### src/rtl/stg_2_id.sv
// Luka pipeline instruction-decode stage: decode, register read with write-back bypass,
// load-use stall and register-file sweep after reset.
// Ports: clock/reset; r_id_instr in; wb_* write-back in; id_stall, r_ex_* and r_id_illegal out.
module stg_2_id #(
  parameter  int INSTR_W  = 19,
  parameter  int DATA_W   = 16,
  parameter  int NUM_REGS = 8,
  localparam int REG_W    = $clog2(NUM_REGS)
) (
  input  logic               clock,
  input  logic               reset,
  input  logic [INSTR_W-1:0] r_id_instr,
  input  logic               wb_en,
  input  logic [REG_W-1:0]   wb_addr,
  input  logic [DATA_W-1:0]  wb_data,
  output logic               id_stall,
  output logic               r_ex_valid,
  output logic [3:0]         r_ex_op,
  output logic [REG_W-1:0]   r_ex_rd,
  output logic [DATA_W-1:0]  r_ex_a,
  output logic [DATA_W-1:0]  r_ex_b,
  output logic [DATA_W-1:0]  r_ex_imm,
  output logic               r_ex_we,
  output logic               r_id_illegal
);

  localparam logic [3:0] OP_NOP  = 4'd0;
  localparam logic [3:0] OP_ADD  = 4'd1;
  localparam logic [3:0] OP_SUB  = 4'd2;
  localparam logic [3:0] OP_AND  = 4'd3;
  localparam logic [3:0] OP_OR   = 4'd4;
  localparam logic [3:0] OP_XOR  = 4'd5;
  localparam logic [3:0] OP_ADDI = 4'd6;
  localparam logic [3:0] OP_LOAD = 4'd7;
  localparam logic [3:0] OP_ST   = 4'd8;
  localparam logic [3:0] OP_BEQ  = 4'd9;
  localparam logic [3:0] OP_JMP  = 4'd10;

  typedef enum logic {
    S_CLEAR,
    S_RUN
  } state_t;

  state_t             r_state;
  state_t             w_state_nxt;
  logic [REG_W-1:0]   r_clr_idx;
  logic [REG_W-1:0]   w_clr_nxt;
  logic [DATA_W-1:0]  r_rf [NUM_REGS];

  logic [3:0]         w_op;
  logic [REG_W-1:0]   w_rd;
  logic [REG_W-1:0]   w_rs1;
  logic [REG_W-1:0]   w_rs2;
  logic               w_use1;
  logic               w_use2;
  logic               w_we;
  logic               w_legal;
  logic [DATA_W-1:0]  w_imm;
  logic [DATA_W-1:0]  w_a;
  logic [DATA_W-1:0]  w_b;
  logic               w_hazard;

  assign w_op  = r_id_instr[18:15];
  assign w_rd  = r_id_instr[14:12];
  assign w_rs1 = r_id_instr[11:9];
  assign w_rs2 = r_id_instr[8:6];

  always_comb begin
    w_use1  = 1'b0;
    w_use2  = 1'b0;
    w_we    = 1'b0;
    w_legal = 1'b1;
    case (w_op)
      OP_ADD, OP_SUB, OP_AND, OP_OR, OP_XOR: begin
        w_use1 = 1'b1;
        w_use2 = 1'b1;
        w_we   = 1'b1;
      end
      OP_ADDI, OP_LOAD: begin
        w_use1 = 1'b1;
        w_we   = 1'b1;
      end
      OP_ST, OP_BEQ: begin
        w_use1 = 1'b1;
        w_use2 = 1'b1;
      end
      OP_NOP, OP_JMP: ;
      default: begin
        // unknown encodings are treated as reading both
        // sources so a pending load still stalls them
        w_legal = 1'b0;
        w_use1  = 1'b1;
        w_use2  = 1'b1;
      end
    endcase
  end

  assign w_imm = (w_op == OP_JMP) ?
    {{(DATA_W-12){r_id_instr[11]}}, r_id_instr[11:0]} :
    {{(DATA_W-6){r_id_instr[5]}}, r_id_instr[5:0]};

  always_comb begin
    if (w_rs1 == '0)
      w_a = '0;
    else if (wb_en && wb_addr == w_rs1)
      w_a = wb_data;
    else
      w_a = r_rf[w_rs1];
  end

  always_comb begin
    if (w_rs2 == '0)
      w_b = '0;
    else if (wb_en && wb_addr == w_rs2)
      w_b = wb_data;
    else
      w_b = r_rf[w_rs2];
  end

  assign w_hazard = (r_state == S_RUN) && r_ex_valid &&
                    (r_ex_op == OP_LOAD) && (r_ex_rd != '0) &&
                    ((w_use1 && r_ex_rd == w_rs1) ||
                     (w_use2 && r_ex_rd == w_rs2));

  assign id_stall = (r_state == S_CLEAR) || w_hazard;

  always_ff @(posedge clock) begin
    if (reset) begin
      r_state   <= S_CLEAR;
      r_clr_idx <= '0;
    end else begin
      r_state   <= w_state_nxt;
      r_clr_idx <= w_clr_nxt;
    end
  end

  always_comb begin
    w_state_nxt = r_state;
    w_clr_nxt   = r_clr_idx;
    case (r_state)
      S_CLEAR: begin
        w_clr_nxt = r_clr_idx + 1'b1;
        if (r_clr_idx == REG_W'(NUM_REGS-1)) begin
          w_state_nxt = S_RUN;
          w_clr_nxt   = '0;
        end
      end
      default: ;
    endcase
  end

  always_ff @(posedge clock) begin
    if (!reset) begin
      if (r_state == S_CLEAR)
        r_rf[r_clr_idx] <= '0;
      else if (wb_en && wb_addr != '0)
        r_rf[wb_addr] <= wb_data;
    end
  end

  always_ff @(posedge clock) begin
    if (reset || id_stall || !w_legal) begin
      r_ex_valid <= 1'b0;
      r_ex_op    <= '0;
      r_ex_rd    <= '0;
      r_ex_a     <= '0;
      r_ex_b     <= '0;
      r_ex_imm   <= '0;
      r_ex_we    <= 1'b0;
    end else begin
      r_ex_valid <= 1'b1;
      r_ex_op    <= w_op;
      r_ex_rd    <= w_rd;
      r_ex_a     <= w_a;
      r_ex_b     <= w_b;
      r_ex_imm   <= w_imm;
      r_ex_we    <= w_we && (w_rd != '0);
    end
  end

  always_ff @(posedge clock) begin
    if (reset)
      r_id_illegal <= 1'b0;
    else if (!id_stall && !w_legal)
      r_id_illegal <= 1'b1;
  end

endmodule
### config.mk
export PLATFORM = sky130hd
export DESIGN_NAME = stg_2_id
export DESIGN_NICKNAME = d
export VERILOG_FILES = /design/src/rtl/stg_2_id.sv
export SDC_FILE = /design/constraint.sdc
export NUM_CORES = 1
export LEC_CHECK = 0
export CAP_MARGIN = 20
export CORE_MARGIN = 2
export CORE_UTILIZATION = 30
export CTS_CLUSTER_SIZE = 16
export DETAILED_ROUTE_END_ITERATION = 7
export PLACE_DENSITY = 0.54
export SYNTH_ARGS = -nofsm -noshare
export SYNTH_HDL_FRONTEND = slang
export SYNTH_SLANG_ARGS = --single-unit
### constraint.sdc
create_clock -name clock -period 4.95 [get_ports clock]
set_input_delay 0.99 -clock clock [delete_from_list [all_inputs] [get_ports clock]]
set_output_delay 0.99 -clock clock [all_outputs]
set_load 0.01 [all_outputs]
==> results.toml <==
[outcome]
outcome = "finished, final reports clean"

[synthesis]
yosys_most_used_dff = "edfxtp_1"
synth-async-reset-ratio_pct = 0
netlist_top_cells_area = "edfxtp_1 (46%), mux4_2 (17%), dfxtp_1 (14%)"
synth_most_common_cell = "edfxtp_1"
yosysSeqAreaShare_pct = 59.3
syn-cell-area_sq_mm = 0.00844
synth_edf_count = 128
ys_warn_count = 0
postSynthAreaPerCell_sq_um = 15.9
ys_seq_elements = 186
synthTopCellsByCount = "edfxtp_1 (128), mux4_2 (64), dfxtp_1 (58), clkbuf_1 (30), nand2_1 (20)"
synth_top_area_share_pct = 45.5
synth_top_cell_by_area = "edfxtp_1"
synthCells = 532
synth_nets = 575
yosysUniqueCellTypes = 45

[finish]
syn_to_final_growth_pct = 23.9
finalInstanceArea_sq_mm = 0.0105
final_util_pct = 37.8
drive_gt1_share_pct = 22.4
fin_cells = 1021
multiInputGateArea_sq_mm = 0.00317
regArea_sq_mm = 0.00500
fillCellCount = 2590
layout.nets = 673
n_antenna_cell = 0

[critical_path]
reg2reg_to = "r_ex_b[14]"
endpoint_kind = "output port"
crit_path_end = "id_stall"
timing.rr.start = "r_state"
crit_fanout = 11
critPathArrivalTime_ns = 3.00
crit_type = "input port to output port"
critPathRequiredTime_ns = 3.96
reg2reg_slack_ns = 1.78
slowest_stage = "clkdlybuf4s50_1"
cp.depth = 6
crit_buf_inv = 2
start_kind = "input port"
worstSetupStartpoint = "r_id_instr[18]"
crit_chain = "clkdlybuf4s50_1 > nand3b_1 > nand4_1 > a221o_1 > nand2_1 > clkdlybuf4s50_1"
cpLargestDelayFamily = "buffers and inverters"
path_common_cell = "clkdlybuf4s50_1"
slowest_delay_ns = 0.69
rr_worst_depth = 6

[placed_design]
place_area_sq_mm = 0.00990
pre_cts_ws_ns = 0.770
dpl.hpwl_um = 14900
dp.cells = 989
place.gp.congestion = 0.782
place.port_buffers = 99

[clock_network]
cts_tree = "done"
clk_pin_slew_ns = 0.07
cts.sinks = 186
postCtsResizedCells = 0
cts_made_buffers = 17
cts_max_level = 4
cts_hold_buf = 0
cts_setup_buffers = 0
root_buffer = "clkbuf_16"
insertion_delay_ns = 0.43
cts.path.max_buffers = 2

[pwr]
share_seq_of_total_power_pct = 49.9
p_sw_share_pct = 24.1
p_switching_uw = 818
peakVddDrop_mv = 0.249
design_power_total_mw = 3.39
clockPowerShare_pct = 38.9
leakage_nw = 3.83
p_int_mw = 2.57
power_density_mw_per_mm2 = 324
combPwrFrac_pct = 11.1

[detailed_routing]
vias = 5455
routedWlPerCell_um = 23.6
ant_nets = 0
drt_drc_violations_left = 0
via_per_inst = 5.34
first_pass_iters = 5
drt_iter0_drc = 460
wl_um = 24100

[sta]
worst_pin_slew_ns = 0.935
fin_skew_ns = 0.00902
hold_viol_final = 0
slew_viol_final = 0
report.final.setup_viol = 0
max_slew_margin_pct = 37.7
max_clock_freq_mhz = 251
fin_crit_ns = 3.99
post-route-worst-setup-slack_ns = 0.963
tns_ns = 0
fin_crit_sh_pct = 80.6
timing.hold.ws_ns = 0.472
rsz0062_at_grt = "false"

[floorplanning]
coreArea_sq_mm = 0.0277
die_width_um = 172
initial_core_util_pct = 30.5
io_pins = 100
die_h_um = 172
rows = 61
die_area_sq_mm = 0.0295

[global_route]
grt_max_degree = 36
grt_overflow = 0
track_usage_pct = 16.5
grt_pass1_wl_um = 35000
grt_pass1_vias = 5697
antenna_found_initial = 0

[min_path]
hp-class = "flop to flop"

[job]
cap_violations = 0
## worst min-delay path, delay by kind of cell, from the launching register on
kind / cells / cell delay [ns]
simple gates: 1 / 0.07
compound gates: 1 / 0.04
flops: 1 / 0.33
## area by class of cell
| cell class | count | share of cell area (%) |
|---|---|---|
| clock buffers | 20 | 4.18 |
| clock inverters | 12 | 1.18 |
| inverters | 17 | 0.610 |
| multi-input cells | 282 | 30.3 |
| flip-flops and latches | 186 | 47.9 |
| well taps | 378 | 4.52 |
| repair buffers | 126 | 11.3 |
## power by group through the flow
stage / clock network (mW) / logic [mW] / registers [mW]
finish: 1.32 / 0.378 / 1.69
global route: 1.41 / 0.394 / 1.69
CTS: 1.35 / 0.375 / 1.69
detailed placement: 0 / 0.373 / 1.73
global placement: 0 / 0.369 / 1.72
floorplan: 0 / 0.221 / 1.72
## placed cells by master, fill, tap and decap left out, types with 11 or more instances in the layout
cell	instances
a211oi_1	16
a41oi_1	16
and2_1	13
buf_4	27
clkbuf_16	17
clkdlybuf4s50_1	97
dfxtp_1	58
edfxtp_1	128
inv_1	17
mux2_2	16
mux2i_1	18
mux4_2	64
nand2_1	20
nor2_1	12
o211a_1	16
o41ai_1	16
xnor2_1	11
## flip-flops by register name, summed over array words and instances, names as in the netlist
name and flops:
r_rf 128, r_ex_a 16, r_ex_b 16, r_ex_imm 12, r_ex_op 4, r_clr_idx 3
r_ex_rd 3, r_ex_valid 1, r_ex_we 1, r_id_illegal 1, r_state 1
## worst min-delay path by stage
stage	start	to	slack (ns)	cells past startpoint
after floorplan	r_id_illegal	r_id_illegal	0.50	2
after global placement	r_id_illegal	r_id_illegal	0.46	2
after detailed placement	r_id_illegal	r_id_illegal	0.46	2
after CTS	r_id_illegal	r_id_illegal	0.48	2
after global routing	r_id_illegal	r_id_illegal	0.53	2
final	r_id_illegal	r_id_illegal	0.47	2
## cells by family (layout without fill, tap and decap cells)
family / after synthesis / in the layout / synth area share [%]
flip-flops: 186 / 186 / 59.3
multiplexers: 98 / 98 / 21.3
AND/OR/NAND/NOR: 88 / 88 / 5.95
AO/OA/AOI/OAI: 82 / 82 / 8.52
buffers and inverters: 64 / 175 / 3.34
XOR/XNOR: 12 / 12 / 1.25
adder cells (fa/ha/maj): 2 / 2 / 0.296
## per-layer routing
metal  vias up  share of wire [%]  global-route usage [%]
li1       2350                  -                       -
met1      2848                 42                    21.2
met2       220                 49                    27.8
met3        37                6.4                    3.41
met4         0                2.2                    5.64
met5         -                  0                       0
Note: power is estimated with default switching activity, not from simulation.
==> patch 1: new RTL, same settings <==
The parameter `DATA_W` goes from 16 to 18.
--- a/src/rtl/stg_2_id.sv
+++ b/src/rtl/stg_2_id.sv
@@ -5,3 +5,3 @@
   parameter  int INSTR_W  = 19,
-  parameter  int DATA_W   = 16,
+  parameter  int DATA_W   = 18,
   parameter  int NUM_REGS = 8,
Interface: changed (resized r_ex_a, r_ex_b, r_ex_imm and wb_data); port bits go from 100 to 108. No check against the original RTL was run, so the function may have changed too.
==> patch 1 against the original RTL <==
- worst hold slack got worse by 0.031 ns
- final area increased by 8.6%
- synthesized area increased by 9.3%
- clock skew decreased by 0.0020 ns
- combinational power decreased by 16%
- sequential cell count increased by 20
- power increased by 12%
- cell count increased by 6.9%
- routed wire length decreased by 1.1%
- worst setup slack got worse by 0.14 ns
- largest cell class unchanged
- largest power group unchanged
- highest routed layer unchanged
==> patch 1: results (changes against the original RTL) <==
Status
  • Run status: complete, no violations

Drt
  • Met3 wire len: 1360 um (-12%)
  • DR pass1 iterations: 6 (+1)
  • Initial DRC Count: 380 (-17%)
  • Metal2 WL: 11900 um (+0.59%)
  • Met1 WL: 9910 um (-2.2%)
  • WL/cell: 21.8 um (-7.4%)

Timing
  • Actual slew at the worst max-slew pin: 0.900 ns (-0.0349 ns)
  • Clock skew: 0.00705 ns (-0.00197 ns)

Clocking
  • H-Tree Level Count: 1 (-3)
  • CTS buffer count: 22 (+5)
  • Max clock buf depth: 3 (+1)

Critical path
  • Reg2reg end: r_ex_b[13]
  • Data arrival, critical path: 3.14 ns (+0.14 ns)
  • Reg2reg path depth: 8 (+2)
  • Crit path max fanout: 12 (+1)

GRT
  • Met2 layer usage reported by global route: 26.3% (-1.5 points)
  • Met1 Use GR: 18.8% (-2.4 points)
  • Overall routing resource usage: 15.0% (-1.6 points)
  • Global-route met3 utilization: 2.46% (-0.95 points)
  • First-pass GRT wire length: 35900 um (+2.7%)
  • Largest net degree at the start of global routing: 41 (+14%)

Yosys
  • Library cells used by synthesis: 43 (-4.4%)
  • Register area share after synthesis: 60.4% (+1.0 points)
  • Synth area leaders: edfxtp_1 (47%), mux4_2 (18%), dfxtp_1 (13%)
  • Post-Syn Nets: 624 (+8.5%)

Place
  • Inst Count DP: 1051 (+6.3%)
  • Post-DP Area: 0.0107 sq mm (+7.7%)
  • HPWL Detailed: 13700 um (-8.5%)
  • IO buf count: 107 (+8.1%)

Cells and area
  • Share of cells above drive strength 1: 21.7% (-0.67 points)
  • Top flop regs: r_rf: 144 flops, r_ex_a: 18 flops, r_ex_b: 18 flops

Pwr
  • Lkg Pwr: 3.89 nW (+1.6%)
  • Max VDD drop: 222 uV (-11%)
==> patch 1: power by group <==
part / total (mW) / switching, mW / leakage, nW / internal [mW]
sequential: 1.88 / 0.0169 / 2.00 / 1.86
clock: 1.60 / 0.657 / 0.335 / 0.939
combinational: 0.317 / 0.173 / 1.56 / 0.144
==> patch 1: logic make-up (layout without fill, tap and decap cells) <==
family,count (synthesis),after routing,synth area share (%)
flops,206,206,60.4
simple gates,120,120,7.64
compound gates,96,96,9.04
mux,74,74,17.8
buf+inv,70,186,3.85
xor+xnor,11,11,1.04
fa+ha+maj,2,2,0.271
==> patch 1: worst min-delay path by stage <==
stage	start	end	slack (ns)	cells past startpoint
final	r_id_illegal	r_id_illegal	0.44	2
after global routing	r_id_illegal	r_id_illegal	0.48	2
after CTS	r_id_illegal	r_id_illegal	0.45	2
after detailed placement	r_id_illegal	r_id_illegal	0.44	2
after global placement	r_id_illegal	r_id_illegal	0.44	2
after floorplan	r_id_illegal	r_id_illegal	0.47	2
==> patch 1: area by class of cell <==
class	count	area, sq um
inverter	20	80.1
fill	2799	19100
multi-input combinational	303	3320
sequential	206	5570
tap	396	495
clock buffer	28	583
clock inverter	12	120
timing repair buffer	126	1190
==> patch 1: worst register-to-register path, stage by stage, from the launching register on <==
cell and delay [ns]:
dfxtp_1 0.69, nand3b_4 0.21, nor2_2 0.12, buf_4 0.31, a21oi_1 0.16, a2111oi_4 0.32
buf_4 0.55, a211oi_1 0.15, a211oi_2 0.20
==> patch 1: through the flow <==
step	setup slack, ns	utilization (%)
after global routing	0.704	37.3
final	0.823	37.3
after CTS	0.803	37.3
after global placement	0.821	35.0
after floorplan	1.50	-
after detailed placement	0.801	35.0
==> patch 2: new RTL, same flow settings <==
Without the edit above. Make the reset (`reset`) asynchronous in 2 clocked blocks.
--- a/src/rtl/stg_2_id.sv
+++ b/src/rtl/stg_2_id.sv
@@ -126,3 +126,3 @@
 
-  always_ff @(posedge clock) begin
+  always_ff @(posedge clock or posedge reset) begin
     if (reset) begin
@@ -180,3 +180,3 @@
 
-  always_ff @(posedge clock) begin
+  always_ff @(posedge clock or posedge reset) begin
     if (reset)
Check against the original RTL: differs if reset is asserted again (counterexample within 10 cycles, from zero or initial values and one cycle with reset high); with reset held inactive, the same outputs for 10 cycles.
==> patch 2 against the original RTL <==
- synthesized area fell by 0.21%
- register-to-register slack better by 0.10 ns
- global-route usage grew 0.26 points
- worst setup slack got worse by 0.0046 ns
- power is 1.6% higher
- cell count fell by 0.69%
- final area unchanged
- clock power grew 5%
- routed wire length down 0.89%
- clock skew increased by 0.0052 ns
- sequential cell count unchanged
- largest power group unchanged
==> patch 2: results (changes against the original RTL) <==
Drt
  • DR pass1 iterations: 4 (-1)
  • DR vias/cell: 5.21 (-2.5%)
  • Initial DRC Count: 494 (+7.4%)
  • WL/cell: 23.5 um (-0.21%)

Min path
  • Hold Crit Depth: 1 (-1)
  • Worst Hold End: r_id_illegal
  • Hold path start: r_id_illegal
  • Hold Crit Class: flip-flop to flip-flop

Place
  • GPL Wtd Cong: 0.788 (+0.65%)
  • HPWL Detailed: 14500 um (-2.8%)
  • Pre-CTS setup slack: 0.957 ns (+0.186 ns)
  • Post-DP Area: 0.00986 sq mm (-0.40%)
  • Inst Count DP: 982 (-0.71%)
  • IO buf count: 99 (unchanged)

Timing
  • Actual slew at the worst max-slew pin: 1.00 ns (+0.0668 ns)
  • Hold WS: 0.481 ns (+0.00861 ns)
  • Clock skew: 0.0142 ns (+0.00522 ns)
  • Final setup fails: 0 (unchanged)

Critical path
  • Data arrival, critical path: 3.00 ns (about the same)
  • Reg2reg end: r_ex_a[5]
  • Reg2reg path depth: 6 (unchanged)
  • Reg2reg start: r_state
  • R2R Setup Slk: 1.88 ns (+0.10 ns)
  • Crit path max fanout: 12 (+1)
  • Crit-path slowest cell: clkdlybuf4s50_1
  • Slowest stage delay, CP: 0.69 ns (about the same)
  • Family with the most delay on the worst path: buffers and inverters

Clocking
  • Max clock buf depth: 2 (unchanged)
  • Postcts setup bufs: 0 (unchanged)
  • CTS resizes: 0 (unchanged)
  • Clock Root Buffer: clkbuf_16
  • CTS buffer count: 17 (unchanged)
  • H-Tree Level Count: 4 (unchanged)
  • Clk_lat worst skew: ~0.44 ns
  • Worst-path clk slew: 0.07 ns (about the same)

Yosys
  • Register area share after synthesis: 59.7% (+0.42 points)
  • Top post-synthesis cells by count: edfxtp_1 (128), mux4_2 (64), dfxtp_1 (53)
  • Yosys Warn Count: 0 (unchanged)
  • Synth top area share: 45.6% (+0.095 points)
  • Syn Inst Count: 526 (-1.1%)
  • Async S/R FF share, synth: 2.69% (+2.7 points)
  • Synth area leaders: edfxtp_1 (46%), mux4_2 (17%), dfxtp_1 (13%)
  • Post-synth EDFFs: 128 (unchanged)
  • Library cells used by synthesis: 50 (+11%)
  • Post-Syn Nets: 569 (-1.0%)

GRT
  • Vias in the first global route: 5716 (+0.33%)
  • GR Overflow Total: 0 (unchanged)
  • Initial antenna violation count: 0 (unchanged)
  • First-pass GRT wire length: 35400 um (+1.1%)
  • Overall routing resource usage: 16.8% (+0.26 points)
  • Largest net degree at the start of global routing: 36 (unchanged)

Status
  • Run status: complete, no violations

Cells and area
  • Number of diodes: 0 (unchanged)
  • Nets: 666 (-1.0%)
  • Share of cells above drive strength 1: 23.1% (+0.72 points)
  • Top flop regs: r_rf: 128 flops, r_ex_a: 16 flops, r_ex_b: 16 flops
  • Finished Layout Cells: 1014 (-0.69%)

Pwr
  • Max VDD drop: 232 uV (-6.8%)
  • Lkg Pwr: 3.88 nW (+1.2%)
## patch 2: changes by cell type after synthesis, sizes merged, moves of 3 or more
| cell | change |
|---|---|
| and3 | -4 |
| nand2b | +3 |
| dfrtp | +5 |
| dfxtp | -5 |
| nor3 | -8 |
| a21oi | +3 |
| nand2 | +4 |
| a21boi | -6 |
## patch 2: layout make-up
| type | count | area, sq um |
|---|---|---|
| fillers | 2604 | 17200 |
| clock buffers | 17 | 425 |
| well taps | 378 | 473 |
| flip-flops and latches | 186 | 5030 |
| inverters | 19 | 71.3 |
| repair buffers | 123 | 1170 |
| clock inverters | 15 | 175 |
| multi-input cells | 276 | 3110 |
## patch 2: kinds of logic after synthesis
family	count (synthesis)	share of synthesized area, %
AO/OA/AOI/OAI	82	8.36
XOR/XNOR	12	1.34
adder cells (fa/ha/maj)	2	0.297
buffers and inverters	64	3.34
flip-flops	186	59.7
multiplexers	97	21.3
AND/OR/NAND/NOR	83	5.65
## patch 2: per-layer routing
metal / part of all wire (%) / wire length, um / global-route usage [%]
met1: 42 / 10100 / 21.5
met2: 49 / 11600 / 28.1
met3: 7.3 / 1740 / 3.75
met4: 1.8 / 418 / 5.60
met5: 0 / 0 / 0
## patch 2: power breakdown
group	switching, mW	internal (mW)
logic	0.195	0.169
registers	0.0126	1.68
clock network	0.665	0.722
total	0.873	2.57
## patch 2: worst max path at each step
stage                               from         end  slack [ns]  depth (start not counted)
final                     r_id_instr[18]    id_stall        0.96                          6
after global routing      r_id_instr[18]    id_stall        0.83                          6
after CTS                 r_id_instr[18]    id_stall        0.96                          6
after detailed placement  r_id_instr[18]    id_stall        0.96                          6
after global placement    r_id_instr[18]    id_stall        0.97                          6
after floorplan               wb_addr[1]  r_rf[0][0]        1.90                          5
